<file path="src/rtl/image_pass_sequencer_pkg.sv">
// Shared definitions for the frame-memory pass sequencer: FSM encoding,
// index widths and the canonical pass numbering used by the frame controller.
package image_pass_sequencer_pkg;

   localparam int PASS_IDX_WIDTH   = 4;
   // One extra bit so "last pass + 1" is representable when 16 passes exist.
   localparam int SCAN_IDX_WIDTH   = PASS_IDX_WIDTH + 1;
   localparam int SETTLE_CNT_WIDTH = 4;

   typedef enum logic [2:0] {
      IDLE      = 3'd0,
      SELECT    = 3'd1,
      WAIT_DONE = 3'd2,
      SETTLE    = 3'd3,
      FINISH    = 3'd4
   } seq_state_t;

   localparam logic [PASS_IDX_WIDTH-1:0] PASS_X_FILL = 4'd0;
   localparam logic [PASS_IDX_WIDTH-1:0] PASS_Y_FILL = 4'd1;
   localparam logic [PASS_IDX_WIDTH-1:0] PASS_EDGE_H = 4'd2;
   localparam logic [PASS_IDX_WIDTH-1:0] PASS_EDGE_V = 4'd3;

endpackage

</file>
<file path="src/rtl/image_pass_sequencer_pass_priority_select.sv">
// Combinational finder: lowest set mask bit whose index is at or above start_idx.
module pass_priority_select
   import image_pass_sequencer_pkg::*;
#(
   parameter int NUM_PASSES = 4
) (
   input  logic [NUM_PASSES-1:0]     mask,
   input  logic [SCAN_IDX_WIDTH-1:0] start_idx,
   output logic                      found,
   output logic [PASS_IDX_WIDTH-1:0] index
);

   // Descending walk so the lowest qualifying bit is the last one written.
   always_comb begin
      found = 1'b0;
      index = '0;
      for (int i = NUM_PASSES - 1; i >= 0; i--) begin
         if (mask[i] && (SCAN_IDX_WIDTH'(i) >= start_idx)) begin
            found = 1'b1;
            index = PASS_IDX_WIDTH'(i);
         end
      end
   end

endmodule

</file>
<file path="src/rtl/image_pass_sequencer.sv">
// Initiator of the pass enable/done handshake: runs the masked passes one at a
// time, with a watchdog per pass and an all-low settle gap between passes.
module image_pass_sequencer
   import image_pass_sequencer_pkg::*;
#(
   parameter int NUM_PASSES     = 4,
   parameter int TIMEOUT_WIDTH  = 20,
   parameter int TIMEOUT_CYCLES = 1000000,
   parameter int SETTLE_CYCLES  = 2
) (
   input  logic                      clk_div_by_two,
   input  logic                      rst_n,
   input  logic                      start,
   input  logic [NUM_PASSES-1:0]     pass_mask,
   input  logic [NUM_PASSES-1:0]     pass_done,
   output logic [NUM_PASSES-1:0]     pass_enable,
   output logic                      busy,
   output logic                      sequence_done,
   output logic                      error,
   output logic [PASS_IDX_WIDTH-1:0] error_pass,
   output logic [PASS_IDX_WIDTH-1:0] current_pass
);

   seq_state_t                  state, state_nxt;
   logic [NUM_PASSES-1:0]       mask_q, mask_nxt;
   logic [SCAN_IDX_WIDTH-1:0]   scan_idx, scan_nxt;
   logic [TIMEOUT_WIDTH-1:0]    tcount, tcount_nxt;
   logic [SETTLE_CNT_WIDTH-1:0] settle_cnt, settle_nxt;
   logic [NUM_PASSES-1:0]       enable_nxt;
   logic                        busy_nxt, done_nxt, error_nxt;
   logic [PASS_IDX_WIDTH-1:0]   error_pass_nxt, current_nxt;

   logic                        sel_found;
   logic [PASS_IDX_WIDTH-1:0]   sel_idx;
   logic [NUM_PASSES-1:0]       sel_onehot;
   logic                        cur_done;

   pass_priority_select #(
      .NUM_PASSES (NUM_PASSES)
   ) u_select (
      .mask      (mask_q),
      .start_idx (scan_idx),
      .found     (sel_found),
      .index     (sel_idx)
   );

   // Only the enabled pass's done bit matters; stray done levels are ignored.
   always_comb begin
      sel_onehot = '0;
      cur_done   = 1'b0;
      for (int i = 0; i < NUM_PASSES; i++) begin
         if (sel_idx == PASS_IDX_WIDTH'(i))      sel_onehot[i] = 1'b1;
         if (current_pass == PASS_IDX_WIDTH'(i)) cur_done      = pass_done[i];
      end
   end

   // NOTE: every signal gets its hold value before the case so no path can
   // leave one unassigned and infer a latch.
   always_comb begin
      state_nxt      = state;
      mask_nxt       = mask_q;
      scan_nxt       = scan_idx;
      tcount_nxt     = tcount;
      settle_nxt     = settle_cnt;
      enable_nxt     = pass_enable;
      busy_nxt       = busy;
      done_nxt       = 1'b0;
      error_nxt      = error;
      error_pass_nxt = error_pass;
      current_nxt    = current_pass;

      case (state)
         IDLE: begin
            if (start) begin
               mask_nxt       = pass_mask;
               busy_nxt       = 1'b1;
               error_nxt      = 1'b0;
               error_pass_nxt = '0;
               scan_nxt       = '0;
               state_nxt      = SELECT;
            end
         end
         SELECT: begin
            if (sel_found) begin
               enable_nxt  = sel_onehot;
               current_nxt = sel_idx;
               tcount_nxt  = '0;
               state_nxt   = WAIT_DONE;
            end else begin
               done_nxt    = 1'b1;
               busy_nxt    = 1'b0;
               current_nxt = '0;
               state_nxt   = FINISH;
            end
         end
         WAIT_DONE: begin
            if (cur_done) begin
               enable_nxt = '0;
               scan_nxt   = SCAN_IDX_WIDTH'(current_pass) + SCAN_IDX_WIDTH'(1);
               settle_nxt = '0;
               state_nxt  = SETTLE;
            end else if (tcount == TIMEOUT_WIDTH'(TIMEOUT_CYCLES - 1)) begin
               // Abort: dropping the remaining mask bits makes SELECT fall to FINISH.
               enable_nxt     = '0;
               error_nxt      = 1'b1;
               error_pass_nxt = current_pass;
               mask_nxt       = '0;
               settle_nxt     = '0;
               state_nxt      = SETTLE;
            end else if (tcount != '1) begin
               tcount_nxt = tcount + 1'b1;
            end
         end
         SETTLE: begin
            if (settle_cnt == SETTLE_CNT_WIDTH'(SETTLE_CYCLES - 1)) begin
               state_nxt = SELECT;
            end else begin
               settle_nxt = settle_cnt + 1'b1;
            end
         end
         FINISH: begin
            state_nxt = IDLE;
         end
         default: begin
            state_nxt = IDLE;
         end
      endcase
   end

   // NOTE: non-blocking assignments so every register samples pre-edge values.
   always_ff @(posedge clk_div_by_two) begin
      if (!rst_n) begin
         state         <= IDLE;
         mask_q        <= '0;
         scan_idx      <= '0;
         tcount        <= '0;
         settle_cnt    <= '0;
         pass_enable   <= '0;
         busy          <= 1'b0;
         sequence_done <= 1'b0;
         error         <= 1'b0;
         error_pass    <= '0;
         current_pass  <= '0;
      end else begin
         state         <= state_nxt;
         mask_q        <= mask_nxt;
         scan_idx      <= scan_nxt;
         tcount        <= tcount_nxt;
         settle_cnt    <= settle_nxt;
         pass_enable   <= enable_nxt;
         busy          <= busy_nxt;
         sequence_done <= done_nxt;
         error         <= error_nxt;
         error_pass    <= error_pass_nxt;
         current_pass  <= current_nxt;
      end
   end

endmodule

</file>
<file path="config.mk">
export PLATFORM = sky130hd
export DESIGN_NAME = image_pass_sequencer
export DESIGN_NICKNAME = d
export VERILOG_FILES = /design/src/rtl/image_pass_sequencer_pkg.sv /design/src/rtl/image_pass_sequencer_pass_priority_select.sv /design/src/rtl/image_pass_sequencer.sv
export SDC_FILE = /design/constraint.sdc
export NUM_CORES = 1
export LEC_CHECK = 0
export CAP_MARGIN = 20
export CORE_AREA = 8 8 76 84
export CTS_CLUSTER_DIAMETER = 40
export DETAILED_ROUTE_END_ITERATION = 10
export DIE_AREA = 0 0 84 92
export PLACE_DENSITY_LB_ADDON = 0.05
export SYNTH_ARGS = -nofsm -noshare
export SYNTH_HDL_FRONTEND = slang
export SYNTH_SLANG_ARGS = --single-unit
</file>
<file path="constraint.sdc">
create_clock -name clk_div_by_two -period 2.15 [get_ports clk_div_by_two]
set_input_delay 0.43 -clock clk_div_by_two [delete_from_list [all_inputs] [get_ports clk_div_by_two]]
set_output_delay 0.43 -clock clk_div_by_two [all_outputs]
set_load 0.005 [all_outputs]
</file>
# Word level (Yosys, flattened, before mapping)
# Cells that the tools add are included.
# word_totals
reg_bits	51
in_bits	11
out_inout_bits	15
elab_cells	112
# classes
addsub	3
order_cmp	4
eq_ne	23
muxes	52
reduce_logical	19
# ops
cell	n
2-to-1 mux 20 bit	4
2-to-1 mux 4 bit	10
one-hot mux 20 bit (2 select lines)	1
one-hot mux 4 bit (2 select lines)	4
adder 20 x 1 -> 20 bit, second input constant	1
equality test 20 bit, second input constant	1
inequality test 2 bit, second input constant	10
inequality test 20 bit, second input constant	1
2-to-1 mux 1 bit	18
equality test 4 x 2 -> 1 bit, second input constant	4
2-to-1 mux 3 bit	5
AND reduction 3 bit	5
equality test 4 x 1 -> 1 bit, second input constant	3
one-hot mux 3 bit (4 select lines)	1
>= comparator 1 x 5 -> 1 bit, first input constant	2
>= comparator 2 x 5 -> 1 bit, first input constant	2
2-to-1 mux 5 bit	2
one-hot mux 5 bit (2 select lines)	1
logical NOT 4 bit	2
2-to-1 mux 2 bit	4
nonzero test 2 bit	4
equality test 3 x 2 -> 1 bit, second input constant	2
adder 4 x 1 -> 5 bit, second input constant	1
AND reduction 5 bit	1
8 further kinds	12

# Depth between registers and ports, before layout
# Gate-level depths: netlist of the first run.
# logic_depth
word_depth	10
mapped_depth	10
mapped_depth_nobuf	8

# Hierarchy
# From an unflattened synthesis of the first run, not the netlist that was laid out.
# unflattened
hier_cells	310
area_unflattened_um2	2682.6
# modules_own_cells
module	instances	cells_each	area_per_inst_um2
image_pass_sequencer	1	293	2565.0
pass_priority_select	1	17	117.6

# Worst setup path before layout of the first run
# Ideal clock, no wire load.
# synth_path
path_type	flip-flop to flip-flop
startpoint	register tcount[0]
endpoint	register tcount[5]
setup_ns	0.134
t_arrival_ns	1.988
slack_ns	0.028
path_stages_with_launch	9
path_buffers	1
synth_period_minus_slack_ns	2.122
cell_sequence	dfxtp_1 -> ha_1 -> nand3_1 -> nor4_4 -> a32oi_1 -> and3_1 -> buf_4 -> nand2_2 -> o31ai_1
# synth_between
elab_chain_len	5
word_cells_on_any_way	10
# synth_lines
element	line_no	rtl
start, declared	image_pass_sequencer.sv:27	logic [TIMEOUT_WIDTH-1:0] tcount, tcount_nxt;
start signal, assigned	image_pass_sequencer.sv:148	tcount <= tcount_nxt;
adder 20 x 1 -> 20 bit	image_pass_sequencer.sv:111	tcount_nxt = tcount + 1'b1;
2-to-1 mux 20 bit	image_pass_sequencer.sv:110	end else if (tcount != '1) begin
2-to-1 mux 20 bit	image_pass_sequencer.sv:102	end else if (tcount == TIMEOUT_WIDTH'(TIMEOUT_CYCLES - 1)) begin
2-to-1 mux 20 bit	image_pass_sequencer.sv:97	if (cur_done) begin
one-hot mux 20 bit (2 select lines)	image_pass_sequencer.sv:72	case (state)
# Parallel ways exist; a longest one is shown, timed or not. The select of a mux whose other input is x is not followed.
# A chain may end at the register's enable or synchronous reset.

# Final worst setup path of the first run
# layout_path
startpoint	register tcount[7]
endpoint	register settle_cnt[3]
# layout_between
elab_chain_len	3
# layout_lines
element	line_no	rtl
equality test 20 bit	image_pass_sequencer.sv:102	
inequality test 3 bit (no line)	-	
AND reduction 3 bit (no line)	-	
end signal, assigned	image_pass_sequencer.sv:149	settle_cnt <= settle_nxt;
end, declared	image_pass_sequencer.sv:28	logic [SETTLE_CNT_WIDTH-1:0] settle_cnt, settle_nxt;
# Every way passes these cells.

==> impl_metrics.toml, run 1 <==
[global_routing]
grt_use_total = 0.165
grt-ovfl-total = 0
grt_pass1_wl_um = 10800
antenna_found_initial = 0
grt_pass1_vias = 2339
grt_start_max_net_pins = 38

[placement]
post_dp_cell_area_sq_um = 2940
place_inst = 390
post-dp-hpwl_um = 4530
post-place-ws_ps = -61.8
portBuffers = 21
place_congestion = 0.824

[finish]
fin_area_sq_um = 3130
final_core_util = 0.630
antenna_cells = 0
synthToLayoutAreaGrowth_pct = 27.0
drive_gt1_frac = 0.185
fin_nets = 358
instances_no_fill = 399

[worst_hold_path]
hp-class = "reg2reg"
worstHoldEndpoint = "pass_enable[3]"
holdPathStages = 2
min-delay-start = "pass_enable[3]"

[worst_setup_path]
reg2reg_to = "settle_cnt[3]"
worst-path-max-fanout = 5
reg2reg_depth = 6
startpoint_type = "flop"
critical_path_arrival_ps = 2270
crit_start = "tcount[7]"
end_kind = "flop"
r2r-start = "tcount[7]"
worst-setup-path-type = "reg2reg"
required_ps = 2380
r2r_slack_ps = 110

[synthesis]
synth_warnings = 0
syn_area_per_cell_sq_um = 8.50
ys_ff_latch = 45
ys_top_cells_by_area = "dfxtp_1 (37%), a21oi_1 (4.7%), nor2_1 (4.1%)"
synth_top_flop_cell = "dfxtp_1"
yosysSeqAreaShare = 0.366
yosys.area.top_type = "dfxtp_1"
netlist_instances = 290
netlist_area_sq_um = 2460
ys_types = 54
ys_async_sr_fraction = 0
synth-edff-count = 0
synth_top_area_share = 0.366

[drt]
detail_route.wl_per_cell_um = 16.0
routed_wirelength_um = 6400
vias_per_cell = 5.93
first_pass_iters = 4
drt-initial-drc-count = 150
via_count = 2366
remaining_drc_errors = 0
ant_nets = 0

[timing]
drv_slew = 0
period_share = 0.947
max_slew_margin = 0.664
max_freq_ghz = 0.491
final_hold_viol_count = 0
worst_slack_ps = 114
period_needed_ps = 2040
tightest_slew_ps = 503
clock_skew_ps = 4.65
tns_ps = 0
setup_violations = 0
holdWs_ps = 467

[clocking]
cts_buffer_depth = 2
cts-root-buf = "clkbuf_8"
numCtsBuffers = 5
cts_sinks = 45
insertion_delay_ps = 300
hold_buffers = 0
clk_pin_slew_ps = 90
htree_num_levels = 2
cts_tree = "yes"

[pwr]
pwr-share-seq = 0.460
comb_power_share = 0.139
p_clk_frac = 0.401
power_mw = 1.89
p_sw_uw = 453
p_per_area_nw_per_um2 = 604
switching_share = 0.239
p_leak_nw = 1.14
vdd_drop_max_mv = 0.406
intPower_mw = 1.44

[outcome]
status = "finished, final reports clean"

[die]
std_cell_rows = 27
ios = 26
core_area_sq_um = 4970
die_h_um = 92
fp.dieW_um = 84
start_util = 0.496
fp.dieArea_sq_um = 7730

[flow_run]
drv_cap = 0
[flip-flops by register name, indices dropped and copies added, names as in the netlist]
name	cells
settle_cnt	4
tcount	20
mask_q	4
pass_enable	4
busy	1
scan_idx	3
error	1
current_pass	2
error_pass	2
state	3
sequence_done	1
[Yosys cell counts (2+ instances only)]
cell type,number
or3_1,3
nor4_1,2
nor2b_1,4
nor3_1,12
nand3b_1,7
a21oi_1,23
and2_1,8
mux2i_1,7
nand2b_1,3
o21ai_0,6
a31oi_1,4
nand3_1,12
and4_1,2
a211oi_1,3
and3_1,2
nand4_1,4
dfxtp_1,45
nor4_4,2
nand2_2,2
buf_2,3
buf_4,7
o211ai_1,4
o21ai_1,6
nor2_1,27
nand2_1,19
inv_1,7
o31ai_1,11
a32o_1,6
o311ai_0,9
clkbuf_1,8
nand4b_1,2
ha_1,7
or4b_1,2
[power by group through the flow]
| stage | Combinational, mW | Sequential [mW] | Clock (mW) |
|---|---|---|---|
| final | 0.263 | 0.870 | 0.758 |
| after global routing | 0.289 | 0.873 | 0.804 |
| after CTS | 0.257 | 0.869 | 0.771 |
| after detailed placement | 0.256 | 0.889 | 0 |
| after global placement | 0.256 | 0.888 | 0 |
| after floorplan | 0.156 | 0.887 | 0 |
[metal layers]
| metal | GRT usage | vias to the layer above | wire length [um] |
|---|---|---|---|
| li1 | - | 1184 | - |
| met1 | 0.190 | 1132 | 2860 |
| met2 | 0.296 | 41 | 3240 |
| met3 | 0.0363 | 9 | 201 |
| met4 | 0.0504 | 0 | 98 |
| met5 | 0 | - | 0 |
[critical path, stage by stage (launching register included)]
cell and delay (ps):
dfxtp_1 350, or4b_4 560, nor4_4 190, nand2_2 140, o211a_1 250, or3_1 350
a21oi_1 130
[layout make-up]
type	instances	area, sq um
clock buffer	5	68.8
tap	58	72.6
fill	440	1840
multi-input combinational	223	1490
timing repair buffer	58	500
clock inverter	3	65.1
inverter	7	26.3
sequential	45	903
[worst max path at each step]
stage | cells past startpoint | end
detailed placement | 9 | tcount[16]
global placement | 8 | pass_enable[3]
floorplan | 8 | tcount[5]
finish | 6 | settle_cnt[3]
global route | 6 | settle_cnt[3]
CTS | 9 | tcount[11]
[cell usage in the layout (no fill, tap or decap), types with 2 or more instances in the layout]
cell type and count:
buf_4 36, nand3_2 2, inv_1 7, o311ai_0 4, and3_1 2, clkbuf_8 5
o311ai_1 5, nand4b_1 2, ha_1 7, and2_1 8, a21oi_1 23, clkdlybuf4s50_1 21
bufinv_16 2, nor4_1 2, nor3_2 2, o211ai_1 4, nor2b_1 4, a32o_1 6
nand2_1 19, o21ai_0 6, conb_1 4, dfxtp_1 43, nand3_1 10, nand3b_1 7
nor3_1 10, a31oi_1 4, a211oi_1 2, o21ai_1 6, nor4_4 2, and4_1 2
o31ai_1 11, mux2i_1 7, or3_1 3, nand4_1 4, nand2b_1 3, nor2_1 27
dfxtp_2 2
[repair_timing]
item,CTS,global route
gates resized for setup,0,15
buffers inserted,0,1
endpoints found under the setup margin,0,18
[cells by family (layout without fill, tap and decap cells)]
logic type / Yosys count / count (layout) / share of synthesized area
adders and majority gates: 7 / 7 / 0.0355
and+or+nand+nor: 118 / 118 / 0.271
AOI/OAI and AO/OA: 86 / 86 / 0.244
xor gates and xnor gates: 1 / 1 / 0.00356
DFF: 45 / 45 / 0.366
other: 1 / 4 / 0.00152
muxes: 7 / 7 / 0.0284
buffers and inverters: 25 / 73 / 0.0503
(Power assumes the default switching activity.)
==> inputs of run 2 (changes only) <==
--- a/config.mk
+++ b/config.mk
@@ -5,12 +5,12 @@
 export SDC_FILE = /design/constraint.sdc
 export NUM_CORES = 1
 export LEC_CHECK = 0
-export CAP_MARGIN = 20
 export CORE_AREA = 8 8 76 84
 export CTS_CLUSTER_DIAMETER = 40
 export DETAILED_ROUTE_END_ITERATION = 10
 export DIE_AREA = 0 0 84 92
 export PLACE_DENSITY_LB_ADDON = 0.05
+export SLEW_MARGIN = 20
 export SYNTH_ARGS = -nofsm -noshare
 export SYNTH_HDL_FRONTEND = slang
 export SYNTH_SLANG_ARGS = --single-unit
==> results of run 2 <==
Final layout, timing and power as in run 1 (identical DEF).
